<file path="src/rtl/uart_tx_ctrl_pkg.sv">
// Shared definitions for the UART TX controller: bus address defaults,
// status-word bit positions, FSM state encodings and the status packer.
package uart_tx_ctrl_pkg;

  localparam logic [15:0] DEF_STATUS_ADDR = 16'h0800;
  localparam logic [15:0] DEF_DATA_ADDR   = 16'h0801;

  localparam int ST_BIT_NOT_FULL  = 0;
  localparam int ST_BIT_EMPTY     = 1;
  localparam int ST_BIT_BUSY      = 2;
  localparam int ST_BIT_OVERFLOW  = 3;
  localparam int ST_BIT_COUNT_LSB = 8;
  localparam int ST_COUNT_W       = 5;

  localparam logic [1:0] ST_IDLE      = 2'd0;
  localparam logic [1:0] ST_START     = 2'd1;
  localparam logic [1:0] ST_WAIT_LOW  = 2'd2;
  localparam logic [1:0] ST_WAIT_HIGH = 2'd3;

  // Fourth consecutive idle-high cycle in WAIT_LOW means the start was lost.
  localparam logic [1:0] LOST_START_LAST = 2'd3;

  function automatic logic [15:0] pack_status(
    input logic                  not_full,
    input logic                  empty,
    input logic                  busy,
    input logic                  overflow,
    input logic [ST_COUNT_W-1:0] count
  );
    logic [15:0] word;
    word                                 = 16'h0000;
    word[ST_BIT_NOT_FULL]                = not_full;
    word[ST_BIT_EMPTY]                   = empty;
    word[ST_BIT_BUSY]                    = busy;
    word[ST_BIT_OVERFLOW]                = overflow;
    word[ST_BIT_COUNT_LSB +: ST_COUNT_W] = count;
    return word;
  endfunction

endpackage

</file>
<file path="src/rtl/uart_tx_ctrl_sync_fifo.sv">
// Synchronous byte FIFO with occupancy count; a push on full is accepted
// only when a pop happens in the same cycle.
module sync_fifo #(
  parameter int DEPTH = 8,
  parameter int WIDTH = 8,
  localparam int AW = (DEPTH > 1) ? $clog2(DEPTH) : 1,
  localparam int CW = AW + 1
) (
  input  logic             clock,
  input  logic             rst,
  input  logic             push,
  input  logic             pop,
  input  logic [WIDTH-1:0] wdata,
  output logic [WIDTH-1:0] rdata,
  output logic             full,
  output logic             empty,
  output logic [CW-1:0]    count
);

  logic [WIDTH-1:0] mem_r [DEPTH];
  logic [AW-1:0]    wr_ptr_r;
  logic [AW-1:0]    rd_ptr_r;
  logic [CW-1:0]    count_r;
  logic             full_s;
  logic             empty_s;
  logic             pop_ok_s;
  logic             push_ok_s;

  assign full_s    = (count_r == CW'(DEPTH));
  assign empty_s   = (count_r == CW'(0));
  assign pop_ok_s  = pop && !empty_s;
  assign push_ok_s = push && (!full_s || pop_ok_s);

  // Pointers wrap naturally because DEPTH is a power of two.
  always_ff @(posedge clock or posedge rst) begin
    if (rst) begin
      wr_ptr_r <= '0;
      rd_ptr_r <= '0;
      count_r  <= '0;
    end else begin
      if (push_ok_s) wr_ptr_r <= wr_ptr_r + AW'(1);
      if (pop_ok_s)  rd_ptr_r <= rd_ptr_r + AW'(1);
      case ({push_ok_s, pop_ok_s})
        2'b10:   count_r <= count_r + CW'(1);
        2'b01:   count_r <= count_r - CW'(1);
        default: count_r <= count_r;
      endcase
    end
  end

  // Storage array; contents are don't-care until written.
  always_ff @(posedge clock) begin
    if (push_ok_s) mem_r[wr_ptr_r] <= wdata;
  end

  assign rdata = mem_r[rd_ptr_r];
  assign full  = full_s;
  assign empty = empty_s;
  assign count = count_r;

endmodule

</file>
<file path="src/rtl/uart_tx_ctrl.sv">
// CPU-facing UART transmit controller: bus decode, sticky overflow,
// registered status read-back and the start/handshake FSM.
module uart_tx_ctrl
  import uart_tx_ctrl_pkg::*;
#(
  parameter int          FIFO_DEPTH  = 8,
  parameter logic [15:0] STATUS_ADDR = DEF_STATUS_ADDR,
  parameter logic [15:0] DATA_ADDR   = DEF_DATA_ADDR
) (
  input  logic        clock,
  input  logic        rst,
  input  logic [15:0] bus_addr,
  input  logic [15:0] bus_wdata,
  input  logic        bus_we,
  output logic [15:0] rd_data,
  output logic        rd_hit,
  output logic        tx_start,
  output logic [7:0]  tx_data,
  input  logic        tx_ready
);

  localparam int CW = $clog2(FIFO_DEPTH) + 1;

  logic [1:0]    state_r;
  logic [1:0]    state_nxt_s;
  logic [1:0]    lost_cnt_r;
  logic [1:0]    lost_cnt_nxt_s;
  logic          pop_s;
  logic          push_s;
  logic          data_wr_s;
  logic          status_wr_s;
  logic          full_s;
  logic          empty_s;
  logic [7:0]    head_s;
  logic [CW-1:0] count_s;
  logic          overflow_r;
  logic          tx_start_r;
  logic [7:0]    tx_data_r;
  logic [15:0]   status_s;
  logic [15:0]   rd_data_r;
  logic          rd_hit_r;

  assign data_wr_s   = bus_we && (bus_addr == DATA_ADDR);
  assign status_wr_s = bus_we && (bus_addr == STATUS_ADDR);
  assign push_s      = data_wr_s && (!full_s || pop_s);

  sync_fifo #(
    .DEPTH (FIFO_DEPTH),
    .WIDTH (8)
  ) u_fifo (
    .clock (clock),
    .rst   (rst),
    .push  (push_s),
    .pop   (pop_s),
    .wdata (bus_wdata[7:0]),
    .rdata (head_s),
    .full  (full_s),
    .empty (empty_s),
    .count (count_s)
  );

  // Next-state and pop decision for the transmit handshake.
  always_comb begin
    state_nxt_s    = state_r;
    lost_cnt_nxt_s = lost_cnt_r;
    pop_s          = 1'b0;
    case (state_r)
      ST_IDLE: begin
        if (!empty_s && tx_ready) begin
          pop_s       = 1'b1;
          state_nxt_s = ST_START;
        end else begin
          state_nxt_s = ST_IDLE;
        end
      end
      ST_START: begin
        state_nxt_s    = ST_WAIT_LOW;
        lost_cnt_nxt_s = 2'd0;
      end
      ST_WAIT_LOW: begin
        if (!tx_ready) begin
          state_nxt_s = ST_WAIT_HIGH;
        end else if (lost_cnt_r == LOST_START_LAST) begin
          state_nxt_s = ST_IDLE;
        end else begin
          lost_cnt_nxt_s = lost_cnt_r + 2'd1;
        end
      end
      ST_WAIT_HIGH: begin
        if (tx_ready) begin
          state_nxt_s = ST_IDLE;
        end else begin
          state_nxt_s = ST_WAIT_HIGH;
        end
      end
      default: begin
        state_nxt_s = ST_IDLE;
      end
    endcase
  end

  // tx_start is registered from the pop so it is high exactly while in START.
  always_ff @(posedge clock or posedge rst) begin
    if (rst) begin
      state_r    <= ST_IDLE;
      lost_cnt_r <= 2'd0;
      tx_start_r <= 1'b0;
      tx_data_r  <= 8'h00;
    end else begin
      state_r    <= state_nxt_s;
      lost_cnt_r <= lost_cnt_nxt_s;
      tx_start_r <= pop_s;
      if (pop_s) begin
        tx_data_r <= head_s;
      end else begin
        tx_data_r <= tx_data_r;
      end
    end
  end

  // Sticky overflow: set by a dropped data write, cleared by writing bit 3 of status.
  always_ff @(posedge clock or posedge rst) begin
    if (rst) begin
      overflow_r <= 1'b0;
    end else if (data_wr_s && full_s && !pop_s) begin
      overflow_r <= 1'b1;
    end else if (status_wr_s && bus_wdata[ST_BIT_OVERFLOW]) begin
      overflow_r <= 1'b0;
    end else begin
      overflow_r <= overflow_r;
    end
  end

  assign status_s = pack_status(!full_s, empty_s, (state_r != ST_IDLE), overflow_r,
                                ST_COUNT_W'(count_s));

  // Read port behaves like data memory: address this cycle, data next cycle.
  always_ff @(posedge clock or posedge rst) begin
    if (rst) begin
      rd_hit_r  <= 1'b0;
      rd_data_r <= 16'h0000;
    end else begin
      rd_hit_r <= (bus_addr == STATUS_ADDR);
      if (bus_addr == STATUS_ADDR) begin
        rd_data_r <= status_s;
      end else begin
        rd_data_r <= 16'h0000;
      end
    end
  end

  assign tx_start = tx_start_r;
  assign tx_data  = tx_data_r;
  assign rd_data  = rd_data_r;
  assign rd_hit   = rd_hit_r;

endmodule
</file>
<file path="config.mk">
export PLATFORM = sky130hd
export DESIGN_NAME = uart_tx_ctrl
export DESIGN_NICKNAME = d
export VERILOG_FILES = /design/src/rtl/uart_tx_ctrl_pkg.sv /design/src/rtl/uart_tx_ctrl_sync_fifo.sv /design/src/rtl/uart_tx_ctrl.sv
export SDC_FILE = /design/constraint.sdc
export NUM_CORES = 1
export LEC_CHECK = 0
export CELL_PAD_IN_SITES_DETAIL_PLACEMENT = 0
export CELL_PAD_IN_SITES_GLOBAL_PLACEMENT = 1
export CORE_UTILIZATION = 47
export CTS_CLUSTER_DIAMETER = 200
export DETAILED_ROUTE_END_ITERATION = 8
export DONT_BUFFER_PORTS = 1
export GPL_TIMING_DRIVEN = 0
export HOLD_SLACK_MARGIN = 0.03
export PLACE_DENSITY_LB_ADDON = 0.1
export SLEW_MARGIN = 10
export SYNTH_ARGS = -nofsm -noshare
export SYNTH_HDL_FRONTEND = slang
export SYNTH_SLANG_ARGS = --single-unit
</file>
<file path="constraint.sdc">
create_clock -name clock -period 2.6 [get_ports clock]
set_clock_uncertainty 0.1 [all_clocks]
set_input_delay 0.52 -clock clock [delete_from_list [all_inputs] [get_ports clock]]
set_output_delay 0.52 -clock clock [all_outputs]
set_load 0.1 [all_outputs]
</file>
; ---- Word-level counts from Yosys, hierarchy flattened
; Memories as Yosys holds them, arrays and structs flattened. A register that Yosys moved wholly into a read port is not among the register bits.
; Cells that the tools add are included.
[op_classes]
n_addsub = 5
n_eq_ne = 12
mux = 16
reduce_logical = 21
[ops]
columns = cell, count
row1 = equality test 16 x 12 -> 1 bit (second input constant), 2
row2 = two-way mux 12 bit, 1
row3 = two-way mux 2 bit, 5
row4 = logical AND 1 bit, 9
row5 = equality test 2 bit (second input constant), 4
row6 = case mux 2 bit (4 select lines), 1
row7 = case mux 4 bit (2 select lines), 1
row8 = nonzero test 2 bit, 4
row9 = two-way mux 1 bit, 7
row10 = adder 3 x 1 -> 3 bit (second input constant), 2
row11 = adder 4 x 1 -> 4 bit (second input constant), 1
row12 = equality test 2 x 1 -> 1 bit (second input constant), 2
row13 = equality test 4 bit (second input constant), 1
row14 = zero test 4 bit, 1
row15 = inequality test 2 bit (second input constant), 2
row16 = case mux 2 bit (2 select lines), 1
row17 = subtractor 4 x 1 -> 4 bit (second input constant), 1
row18 = zero test 1 bit, 3
row19 = inequality test 3 bit (second input constant), 1
row20 = AND reduction 3 bit, 1
row21 = adder 2 x 1 -> 2 bit (second input constant), 1
row22 = zero test 2 bit, 1
row23 = logical OR 1 bit, 2
[word_totals]
register_bits = 33
mem_bits_rw = 64
inputBits = 36
out_inout_bits = 26
mem_count = 1
[mem_list]
columns = memory, depth, width, read_ports, rd_ports_with_merged_regs, wr, line_no
row1 = u_fifo.mem_r, 8, 8, 1, 1, 1, uart_tx_ctrl_sync_fifo.sv:20  ; logic [WIDTH-1:0] mem_r [DEPTH];

; ---- Longest topological paths before layout
[depth]
ltp_word = 10
ltp_mapped = 12
ltp_nobuf = 10

; ---- By module
; Synthesis repeated with hierarchy kept, for this count alone.
[hier_totals]
hier_cells = 242
area_unflattened_um2 = 4136.5
[by_module_without_submodules]
columns = module, instances, cells_each, area_per_inst_um2, seq_area_each_um2
row1 = sync_fifo, 1, 165, 3135.5, 2172.1
row2 = uart_tx_ctrl, 1, 77, 1001.0, 575.6

; ---- Least setup slack after synthesis
; No wires, ideal clock.
[synth_path]
path_type = in2reg
from = input bus_addr[14]
to = memory u_fifo.mem_r[0][0] (enable)
setup_ps = 395
arrival_time_ps = 2339
slack_ps = -233
path_stages = 5
path_buffers = 1
path_cell_list = nor4_1 > nand3_1 > or3_4 > buf_6 > nor4_1
[synth_between]
elab_chain_cells = 6
[synth_rtl]
columns = element, line_no
row1 = "start, declared", uart_tx_ctrl.sv:12  ; input logic [15:0] bus_addr,
row2 = equality test 16 x 12 -> 1 bit, uart_tx_ctrl.sv:43  ; assign data_wr_s = bus_we && (bus_addr == DATA_ADDR);
row3 = logical AND 1 bit, uart_tx_ctrl.sv:43
row4 = logical AND 1 bit, uart_tx_ctrl.sv:45  ; assign push_s = data_wr_s && (!full_s || pop_s);
row5 = logical AND 1 bit, uart_tx_ctrl_sync_fifo.sv:32  ; assign push_ok_s = push && (!full_s || pop_ok_s);
row6 = two-way mux 1 bit, uart_tx_ctrl_sync_fifo.sv:53  ; if (push_ok_s) mem_r[wr_ptr_r] <= wdata;
row7 = two-way mux 1 bit (not written as such), uart_tx_ctrl_sync_fifo.sv:53
row8 = "end, declared", uart_tx_ctrl_sync_fifo.sv:20
; Every way passes these cells.

; ---- Final worst setup path
[layout_path]
from = register state_r[0]
to = memory u_fifo.mem_r[2][3] (enable)
[layout_between]
elab_chain_cells = 7
word_cells_on_any_way = 9
classes_between = mux (3) / reduce/logical (6)
[layout_rtl]
columns = element, line_no
row1 = "start, declared", uart_tx_ctrl.sv:24  ; logic [1:0] state_r;
row2 = "start signal, assigned", uart_tx_ctrl.sv:110  ; state_r <= state_nxt_s;
row3 = zero test 2 bit *, uart_tx_ctrl.sv:67  ; case (state_r)
row4 = two-way mux 1 bit *, uart_tx_ctrl.sv:67
row5 = logical OR 1 bit / logical AND 1 bit (equally long branches), "uart_tx_ctrl.sv:45, uart_tx_ctrl_sync_fifo.sv:31"
row6 = logical AND 1 bit / logical OR 1 bit (equally long branches), "uart_tx_ctrl.sv:45, uart_tx_ctrl_sync_fifo.sv:32"
row7 = logical AND 1 bit *, uart_tx_ctrl_sync_fifo.sv:32
row8 = two-way mux 1 bit *, uart_tx_ctrl_sync_fifo.sv:53
row9 = two-way mux 1 bit (not written as such) *, uart_tx_ctrl_sync_fifo.sv:53
; Every way passes the cells marked *; elsewhere a longest branch is shown, timed or not.

==> results.py <==
metrics = {
    "synth": {
        "synth.top_cell.area_share": 0.481,
        "ys_seq_area_frac": 0.688,
        "synth_area_leaders": "edfxtp_1 48%, dfrtp_1 21%, mux4_2 9.0%, mux2i_1 2.0%, buf_4 1.9%",
        "avgSynthCellArea_um2": 16.3,
        "synth_cell_types": 42,
        "yosys.area.top_type": "edfxtp_1",
        "async_reset_ff_frac": 0.340,
        "synth_enable_flop_cells": 64,
        "synthCells": 245,
        "yosysWarningCount": 0,
        "yosys_register_bits": 97,
        "synth_top_flop_cell": "edfxtp_1",
        "syn-cell-area_um2": 3990,
    },
    "pwr": {
        "pwr-share-clk": 0.321,
        "p_int_mw": 2.12,
        "p_leak_nw": 1.68,
        "total_power_mw": 2.87,
        "seqPwrFrac": 0.607,
        "combPwrFrac": 0.073,
        "switchingPower_mw": 0.751,
        "swShare": 0.261,
        "power_density_nw_per_um2": 636,
        "peakVddDrop_v": 0.000229,
    },
    "critical_path": {
        "critPathLaunchType": "flop",
        "crit_fanout": 8,
        "rr_startpoint": "state_r[0]",
        "arrival_ps": 2420,
        "worstPathRequired_ps": 2500,
        "r2r_cells": 3,
        "r2r_slack_ps": 70,
        "crit_path_end_kind": "flop",
        "crit_type": "reg -> reg",
        "rr_endpoint": "u_fifo.mem_r[2][3]",
    },
    "global_routing": {
        "grt_first_pass_wirelength_um": 11500,
        "track_usage": 0.184,
        "grt_pass1_vias": 2096,
        "grt_max_degree": 34,
        "grt-ovfl-total": 0,
        "antenna_found_initial": 0,
    },
    "clock_network": {
        "cts_tree": "yes",
        "numCtsBuffers": 9,
        "cts.sink_count": 97,
        "h-tree-depth": 3,
        "clk_path_buf_depth": 2,
        "ctsRootBufferMaster": "clkbuf_8",
        "cts.clk_slew.worst_paths_ps": 110,
        "worst_skew_pair.late_latency_ps": 360,
    },
    "route": {
        "dr.pass1.iters": 4,
        "drcViolationCount": 0,
        "detail-route-antenna-nets": 0,
        "vias_per_cell": 5.42,
        "drtIter0Drc": 156,
        "vias": 2069,
        "wl_per_cell_um": 18.8,
        "wl_um": 7160,
    },
    "place": {
        "portBuffers": 0,
        "dp_hpwl_um": 4650,
        "routabilityCongestion": 0.705,
    },
    "floorplan": {
        "rows": 33,
        "ios": 62,
        "die_h_um": 94.2,
        "die_area_um2": 8870,
        "start_util": 0.486,
        "core-area_um2": 8220,
        "die_width_um": 94.2,
    },
    "sta": {
        "min_period_over_period": 0.972,
        "max_freq_mhz": 396,
        "tightest_slew_ps": 900,
        "maxSlewViolCount": 0,
        "slew_headroom": 0.400,
        "rsz0062_at_grt": "yes",
        "hold_viol": 0,
        "finalSetupViolCount": 0,
        "whs_ps": 30.0,
        "layout_min_cycle_time_ps": 2530,
    },
    "worst_hold_path": {
        "hold_class": "in -> async",
    },
    "cells_and_area": {
        "n_antenna_cell": 0,
        "nets": 314,
        "fill_cells": 685,
        "layout-drive-gt1-share": 0.303,
        "areaGrowthSynthToFinish_pct": 13.1,
    },
    "run_status": {
        "status": "complete, no violations",
    },
    "flow_run": {
        "drv_cap": 0,
    },
}
power groups by stage:
stage | Clock, mW | Sequential, mW | Combinational, mW
3_3_place_gp | 0 | 1.77 | 0.203
5_1_grt | 0.998 | 1.75 | 0.237
3_5_place_dp | 0 | 1.78 | 0.206
6_report | 0.921 | 1.74 | 0.209
2_1_floorplan | 0 | 1.77 | 0.182
4_1_cts | 0.947 | 1.74 | 0.209
synth_stat cells, types with 5 or more instances:
| cell type | n |
|---|---|
| nor2_1 | 8 |
| xnor2_1 | 6 |
| nand2_1 | 18 |
| o21ai_1 | 10 |
| ha_1 | 6 |
| nor3_1 | 5 |
| mux2i_1 | 8 |
| a21oi_1 | 5 |
| dfrtp_1 | 33 |
| mux4_2 | 16 |
| edfxtp_1 | 64 |
| nor4_1 | 5 |
| buf_4 | 10 |
layout by cell type (no fill, tap or decap), drive strengths merged, types with 2 or more instances in the layout:
master | Yosys | routed
or3 | 3 | 4
inv | 8 | 11
a21oi | 5 | 5
mux2 | 3 | 3
and2 | 4 | 4
mux4 | 16 | 16
o21ai | 11 | 11
conb | 1 | 8
nor3 | 5 | 5
dfrtp | 33 | 33
nor2 | 8 | 8
nor4 | 5 | 5
nor4b | 4 | 4
nand2b | 2 | 2
edfxtp | 64 | 64
nand2 | 18 | 18
buf | 17 | 25
clkbuf | 1 | 10
xor2 | 3 | 3
clkinv | 0 | 4
mux2i | 8 | 8
nor2b | 2 | 2
nand3 | 2 | 2
xnor2 | 6 | 6
ha | 6 | 6
how the worst max path moves through the flow:
| stage | from | endpoint |
|---|---|---|
| after CTS | state_r[0] | u_fifo.count[2] |
| after detailed placement | tx_ready | u_fifo.mem_r[1][4] |
| final | state_r[0] | u_fifo.mem_r[2][3] |
| after global routing | state_r[0] | u_fifo.mem_r[6][3] |
| after floorplan | bus_addr[7] | u_fifo.mem_r[0][0] |
| after global placement | bus_addr[7] | u_fifo.mem_r[0][0] |
logic make-up (layout without fill, tap and decap cells):
| kind of cell | after synthesis | count (layout) | share of synthesized area |
|---|---|---|---|
| compound gates | 23 | 23 | 0.0345 |
| xor+xnor | 9 | 9 | 0.0197 |
| fa+ha+maj | 6 | 6 | 0.0188 |
| buf+inv | 26 | 50 | 0.0404 |
| flops | 97 | 97 | 0.688 |
| mux | 27 | 27 | 0.119 |
| other cells | 1 | 8 | 0.000939 |
| simple gates | 56 | 57 | 0.0789 |
through the flow:
| step | utilization | setup WS, ps | cells | instance area [um^2] | TNS [ps] |
|---|---|---|---|---|---|
| after floorplan | - | -151 | 252 | 4060 | -2410 |
| after global routing | 0.550 | -19.0 | 382 | 4520 | -71.5 |
| after CTS | 0.547 | 25.6 | 381 | 4500 | 0 |
| after global placement | 0.510 | -946 | 357 | 4190 | -40020 |
| final | 0.550 | 73.3 | 382 | 4520 | 0 |
| after detailed placement | 0.515 | -473 | 359 | 4230 | -10640 |
per-layer routing:
layer,vias up,global-route usage,routed length (um)
met1,1030,0.265,3450
met4,0,0.0769,118
met2,64,0.269,3270
li1,965,-,-
met5,-,0,0
met3,10,0.0396,325
critical path: stages, from the launching register on:
cell     delay [ps]
dfrtp_2         460
o311a_4         400
or3_2           530
nor3_2          670
state kept, by name, indices dropped and copies added (netlist names), 2 cells and up:
name / flops
lost_cnt_r: 2
u_fifo.wr_ptr_r: 3
state_r: 2
u_fifo.mem_r: 64
tx_data: 8
u_fifo.count: 4
rd_data: 8
u_fifo.rd_ptr_r: 3
area by class of cell:
| class | instances | area [um^2] | share of cell area |
|---|---|---|---|
| sequential | 97 | 2750 | 0.608 |
| buffer | 17 | 120 | 0.0266 |
| multi-input combinational | 130 | 1230 | 0.273 |
| inverter | 8 | 30.0 | 0.00665 |
| timing repair buffer | 9 | 67.6 | 0.0150 |
| tap | 105 | 131 | 0.0291 |
| clock buffer | 9 | 124 | 0.0274 |
| clock inverter | 7 | 61.3 | 0.0136 |
what timing repair did:
item,4_1_cts,5_1_grt
pin swaps,4,1
gates resized for setup,4,4
gates cloned,0,1
setup buffers,7,0
hold buffers,0,0
endpoints found under the setup margin,54,16
Note: power is estimated with default switching activity, not from simulation.
==> RTL edit 1: new RTL, same settings <==
The parameter `FIFO_DEPTH` goes from 8 to 4.
--- a/src/rtl/uart_tx_ctrl.sv
+++ b/src/rtl/uart_tx_ctrl.sv
@@ -3,7 +3,7 @@
 module uart_tx_ctrl
   import uart_tx_ctrl_pkg::*;
 #(
-  parameter int          FIFO_DEPTH  = 8,
+  parameter int          FIFO_DEPTH  = 4,
   parameter logic [15:0] STATUS_ADDR = DEF_STATUS_ADDR,
   parameter logic [15:0] DATA_ADDR   = DEF_DATA_ADDR
 ) (
Check against the original RTL: not equivalent (a bounded check fails within 10 cycles, from zero or initial values and one cycle with rst high).
==> RTL edit 1 against the unedited design <==
  * Sequential cell count is 36 lower
  * Design area is 35% lower
  * Wire length is 43% lower
  * First-iteration DRC count is 50% lower
  * Clock power is 16% lower
  * Area after synthesis is 34% lower
  * Setup slack better by 0.12 ns
  * Total power is 11% higher
  * Utilization is 0.99 points higher
  * Critical path type unchanged
  * Critical endpoint is now u_fifo.count[2]
  * Largest power group unchanged
==> RTL edit 1: results <==
[drt]
drt_iter0_drc = 78
met1_length_mm = 1.680
dr_wl_met2_mm = 2.085
drt_wl_total_mm = 4.077
drtPass1Iterations = 2
highest-signal-layer = "met4"
wl_met3_um = 216
via_per_inst = 5.203

[placement]
placed_area_um2 = 2749
pre_cts_slack_ns = 0.1960
place_hpwl_mm = 2.888
port_buffers = 0
place_congestion = 0.7456
place_inst = 240

[cells_and_area]
layout.nets = 224
n_antenna_cell = 0
fin_area_um2 = 2932
drive_gt1_frac = 0.2366
largest_register_ffs = 32
fin_cells = 256
fill_cells = 416
top_register = "u_fifo.mem_r"

[logic_synthesis]
synth_warnings = 0
synth_edf_count = 32
ys_seq_area_frac = 0.6410
synthArstFlopShare = 0.4754
ys_types = 35
yosys-top-cells-count = "edfxtp_1 (32), dfrtp_1 (29), inv_1 (10)"
synth.avg_cell_area_um2 = 16.24
yosys-top-cells-area = "edfxtp_1 (37%), dfrtp_1 (28%), mux4_1 (7.0%)"

[status]
status = "finished, final reports clean"

[global_routing]
grt_pass1_vias = 1397
grt_max_degree = 30
grt_pass1_wl_mm = 6.699
grtUsageMet1 = 0.1752
grtUsageMet2 = 0.2598
grtUsageMet3 = 0.04524
grt_usage = 0.1560
antenna_found_initial = 0

[setup_path]
path_delay_family = "adder cells"
slowest_delay_ns = 0.45
cp.arrival_ns = 2.55
slowest_stage = "dfrtp_1"
worstPathMaxFanout = 7

[clocking]
insertion_delay_ns = 0.33
cts_setup_buffers = 0
root_buffer = "clkbuf_8"
ctsHtreeMaxLevel = 3
ctsLongestPathBuffers = 2
clk_pin_slew_ns = 0.07
cts_buffers = 9
ctsResizeCount = 0

[sta]
max_slew.worst_pin.slew_ns = 1.015
final_hold_viol_count = 0

[worst_hold_path]
hp-class = "in -> async"

[pwr]
vdd_drop_max_uv = 654.5
p_switching_mw = 1.265
leakage_nw = 1.219
==> RTL edit 1: final timing paths <==
kind | from | to | slack (ns) | cells past startpoint
setup / recovery | u_fifo.count[0] | u_fifo.count[2] | 0.20 | 11
hold / removal | rst | tx_data[5] | 0.08 | 1
setup reg to reg | u_fifo.count[0] | u_fifo.count[2] | 0.20 | 11
hold reg to reg | overflow_r | rd_data[3] | 0.40 | 1
max in group asynchronous | rst | u_fifo.count[2] | 1.84 | 1
min in group clock | bus_wdata[0] | u_fifo.mem_r[0][0] | 0.18 | 0
==> RTL edit 1: final cells by class <==
cell class                      instances  share of cell area
Inverter                               10             0.01280
Sequential cell                        61              0.5753
Clock buffer                           11             0.04481
Clock inverter                          5             0.01750
Buffer                                 14             0.03969
Multi-Input combinational cell         85              0.2800
Tap cell                               70             0.02988
==> RTL edit 1: power groups by stage <==
stage / Combinational, mW / Clock, mW / Sequential, mW
final: 0.635 / 0.777 / 1.76
after global routing: 0.695 / 0.836 / 1.78
after CTS: 0.645 / 0.793 / 1.77
after detailed placement: 0.642 / 0 / 1.79
after global placement: 0.625 / 0 / 1.78
after floorplan: 0.561 / 0 / 1.75
==> RTL edit 1: cell families (layout without fill, tap and decap cells) <==
logic type / after synthesis / count (layout) / synth area share
flops: 61 / 61 / 0.6410
simple gates: 31 / 31 / 0.07323
buf+inv: 24 / 40 / 0.05848
mux: 18 / 18 / 0.1308
compound gates: 14 / 14 / 0.03899
fa+ha+maj: 7 / 7 / 0.03614
xor+xnor: 6 / 6 / 0.01998
other cells: 1 / 9 / 0.001425
==> RTL edit 2: new RTL, same settings <==
Without the edit above. Reset style: synchronous (`rst`), changed in 4 clocked blocks.
--- a/src/rtl/uart_tx_ctrl_sync_fifo.sv
+++ b/src/rtl/uart_tx_ctrl_sync_fifo.sv
@@ -32,7 +32,7 @@
   assign push_ok_s = push && (!full_s || pop_ok_s);
 
   // Pointers wrap naturally because DEPTH is a power of two.
-  always_ff @(posedge clock or posedge rst) begin
+  always_ff @(posedge clock) begin
     if (rst) begin
       wr_ptr_r <= '0;
       rd_ptr_r <= '0;
--- a/src/rtl/uart_tx_ctrl.sv
+++ b/src/rtl/uart_tx_ctrl.sv
@@ -100,7 +100,7 @@
   end
 
   // tx_start is registered from the pop so it is high exactly while in START.
-  always_ff @(posedge clock or posedge rst) begin
+  always_ff @(posedge clock) begin
     if (rst) begin
       state_r    <= ST_IDLE;
       lost_cnt_r <= 2'd0;
@@ -119,7 +119,7 @@
   end
 
   // Sticky overflow: set by a dropped data write, cleared by writing bit 3 of status.
-  always_ff @(posedge clock or posedge rst) begin
+  always_ff @(posedge clock) begin
     if (rst) begin
       overflow_r <= 1'b0;
     end else if (data_wr_s && full_s && !pop_s) begin
@@ -135,7 +135,7 @@
                                 ST_COUNT_W'(count_s));
 
   // Read port behaves like data memory: address this cycle, data next cycle.
-  always_ff @(posedge clock or posedge rst) begin
+  always_ff @(posedge clock) begin
     if (rst) begin
       rd_hit_r  <= 1'b0;
       rd_data_r <= 16'h0000;
Function: differs if rst is asserted again (counterexample within 4 cycles, from zero or initial values and one cycle with rst high); with rst held inactive, the same outputs for 10 cycles.
==> RTL edit 2 against the unedited design <==
  * Wire length up 5.9%
  * Critical path depth grew 7
  * Design area rose by 2.9%
  * Setup slack worse by 0.060 ns
  * Via count increased by 7.6%
  * Sequential cell count stayed put
  * Die area is 0.86% lower
  * Non-clock buffer count up 12
  * Area after synthesis down 0.88%
  * Critical path type unchanged
  * Largest cell class unchanged
Power is not compared: it rests on default switching activity, and its combinational part moved more than twofold at a synthesized area within 25%.
==> RTL edit 2: results <==
[cells_and_area]
top_register = "u_fifo.mem_r"
layout.nets = 341
drive_gt1_frac = 0.3158
fin_cells = 409
largest_register_ffs = 64
n_antenna_cell = 0
fill_cells = 655

[worst_hold_path]
hp-class = "in -> reg"
min_path_cells = 0

[global_routing]
antenna_found_initial = 0
grt_usage = 0.1831
grt_pass1_vias = 2077
grt_max_degree = 16
grt_pass1_wl_mm = 11.43

[drt]
drt_iter0_drc = 101
drtPass1Iterations = 4
via_per_inst = 5.443
drc = 0
routedWlPerCell_um = 18.56

[clocking]
ctsLongestPathBuffers = 2
root_buffer = "clkbuf_8"
ctsHtreeMaxLevel = 3
cts_buffers = 9
clk_pin_slew_ns = 0.09
insertion_delay_ns = 0.35

[pwr]
p_int_mw = 2.153
leakage_nw = 1.567
vdd_drop_max_uv = 389.3

[setup_path]
worstPathMaxFanout = 5
cp.arrival_ns = 2.74
ff2ff_path_depth = 10

[logic_synthesis]
ys_types = 49
yosys-top-cells-count = "edfxtp_1 (64), dfxtp_1 (33), nor2_1 (18)"
synth_edf_count = 64
ys_seq_area_frac = 0.6523
synthArstFlopShare = 0
synth_warnings = 0
synth_cells = 264
yosys-top-cells-area = "edfxtp_1 (49%), dfxtp_1 (17%), mux4_2 (9.1%)"

[placement]
placed_area_um2 = 4209
place_inst = 380
place_congestion = 0.7072
place_hpwl_mm = 4.827
port_buffers = 0

[status]
status = "finished, final reports clean"

[sta]
max_slew_margin = 0.3374
RTL edit 2: power by group through the flow:
stage | sequential (mW) | clock, mW | combinational (mW)
after global placement | 1.67 | 0 | 0.0813
after global routing | 1.64 | 1.07 | 0.0905
after floorplan | 1.67 | 0 | 0.0759
after detailed placement | 1.67 | 0 | 0.0816
final | 1.64 | 0.997 | 0.0858
after CTS | 1.64 | 1.02 | 0.0857
RTL edit 2: worst paths after layout:
kind,from,end,slack [ns]
worst max-delay path,u_fifo.count[0],u_fifo.count[3],0.01
worst min-delay path,bus_wdata[6],u_fifo.mem_r[3][6],0.15
worst max register to register,u_fifo.count[0],u_fifo.count[3],0.01
worst min register to register,overflow_r,rd_data[3],0.36
RTL edit 2: through the flow:
step / setup slack, ns / util
5_1_grt: -0.07805 / 0.5684
3_5_place_dp: -0.4992 / 0.5148
2_1_floorplan: -0.2148 / -
3_3_place_gp: -1.172 / 0.5069
4_1_cts: -0.04948 / 0.5563
6_report: 0.01376 / 0.5684
RTL edit 2: kinds of logic after synthesis:
kind of cell    synth area share
simple gates              0.1305
mux                      0.09640
flops                     0.6523
xor+xnor                 0.01106
compound gates           0.05120
buf+inv                  0.03855
fa+ha+maj                0.01896
other cells            0.0009473
RTL edit 2: repair_timing:
action,4_1_cts,5_1_grt
setup endpoints to repair,32,28
resized for setup,14,12
pin swaps,9,9
buffers inserted,12,4
RTL edit 2: worst max-delay path, stage by stage (launching register included):
cell      delay [ns]
dfxtp_4         0.36
or4b_4          0.55
o21bai_4        0.13
or2_1           0.13
buf_6           0.11
buf_6           0.09
ha_4            0.21
nor4bb_2        0.26
o21ai_1         0.11
o31ai_2         0.08
mux2_2          0.35
RTL edit 2: final cells by class:
class	count	area (um^2)	area share
Multi-Input combinational cell	146	1401	0.3016
Clock buffer	12	155.1	0.03339
Clock inverter	4	51.30	0.01104
Tap cell	105	131.4	0.02827
Timing Repair Buffer	20	166.4	0.03581
Sequential cell	97	2592	0.5579
Inverter	7	26.28	0.005654
Buffer	18	122.6	0.02639
RTL edit 2: routing by layer:
metal | track usage | vias up | wire, um
li1 | - | 1062 | -
met1 | 0.2433 | 1081 | 3397
met2 | 0.2895 | 65 | 3646
met3 | 0.03964 | 18 | 351
met4 | 0.07949 | 0 | 195
met5 | 0 | - | 0
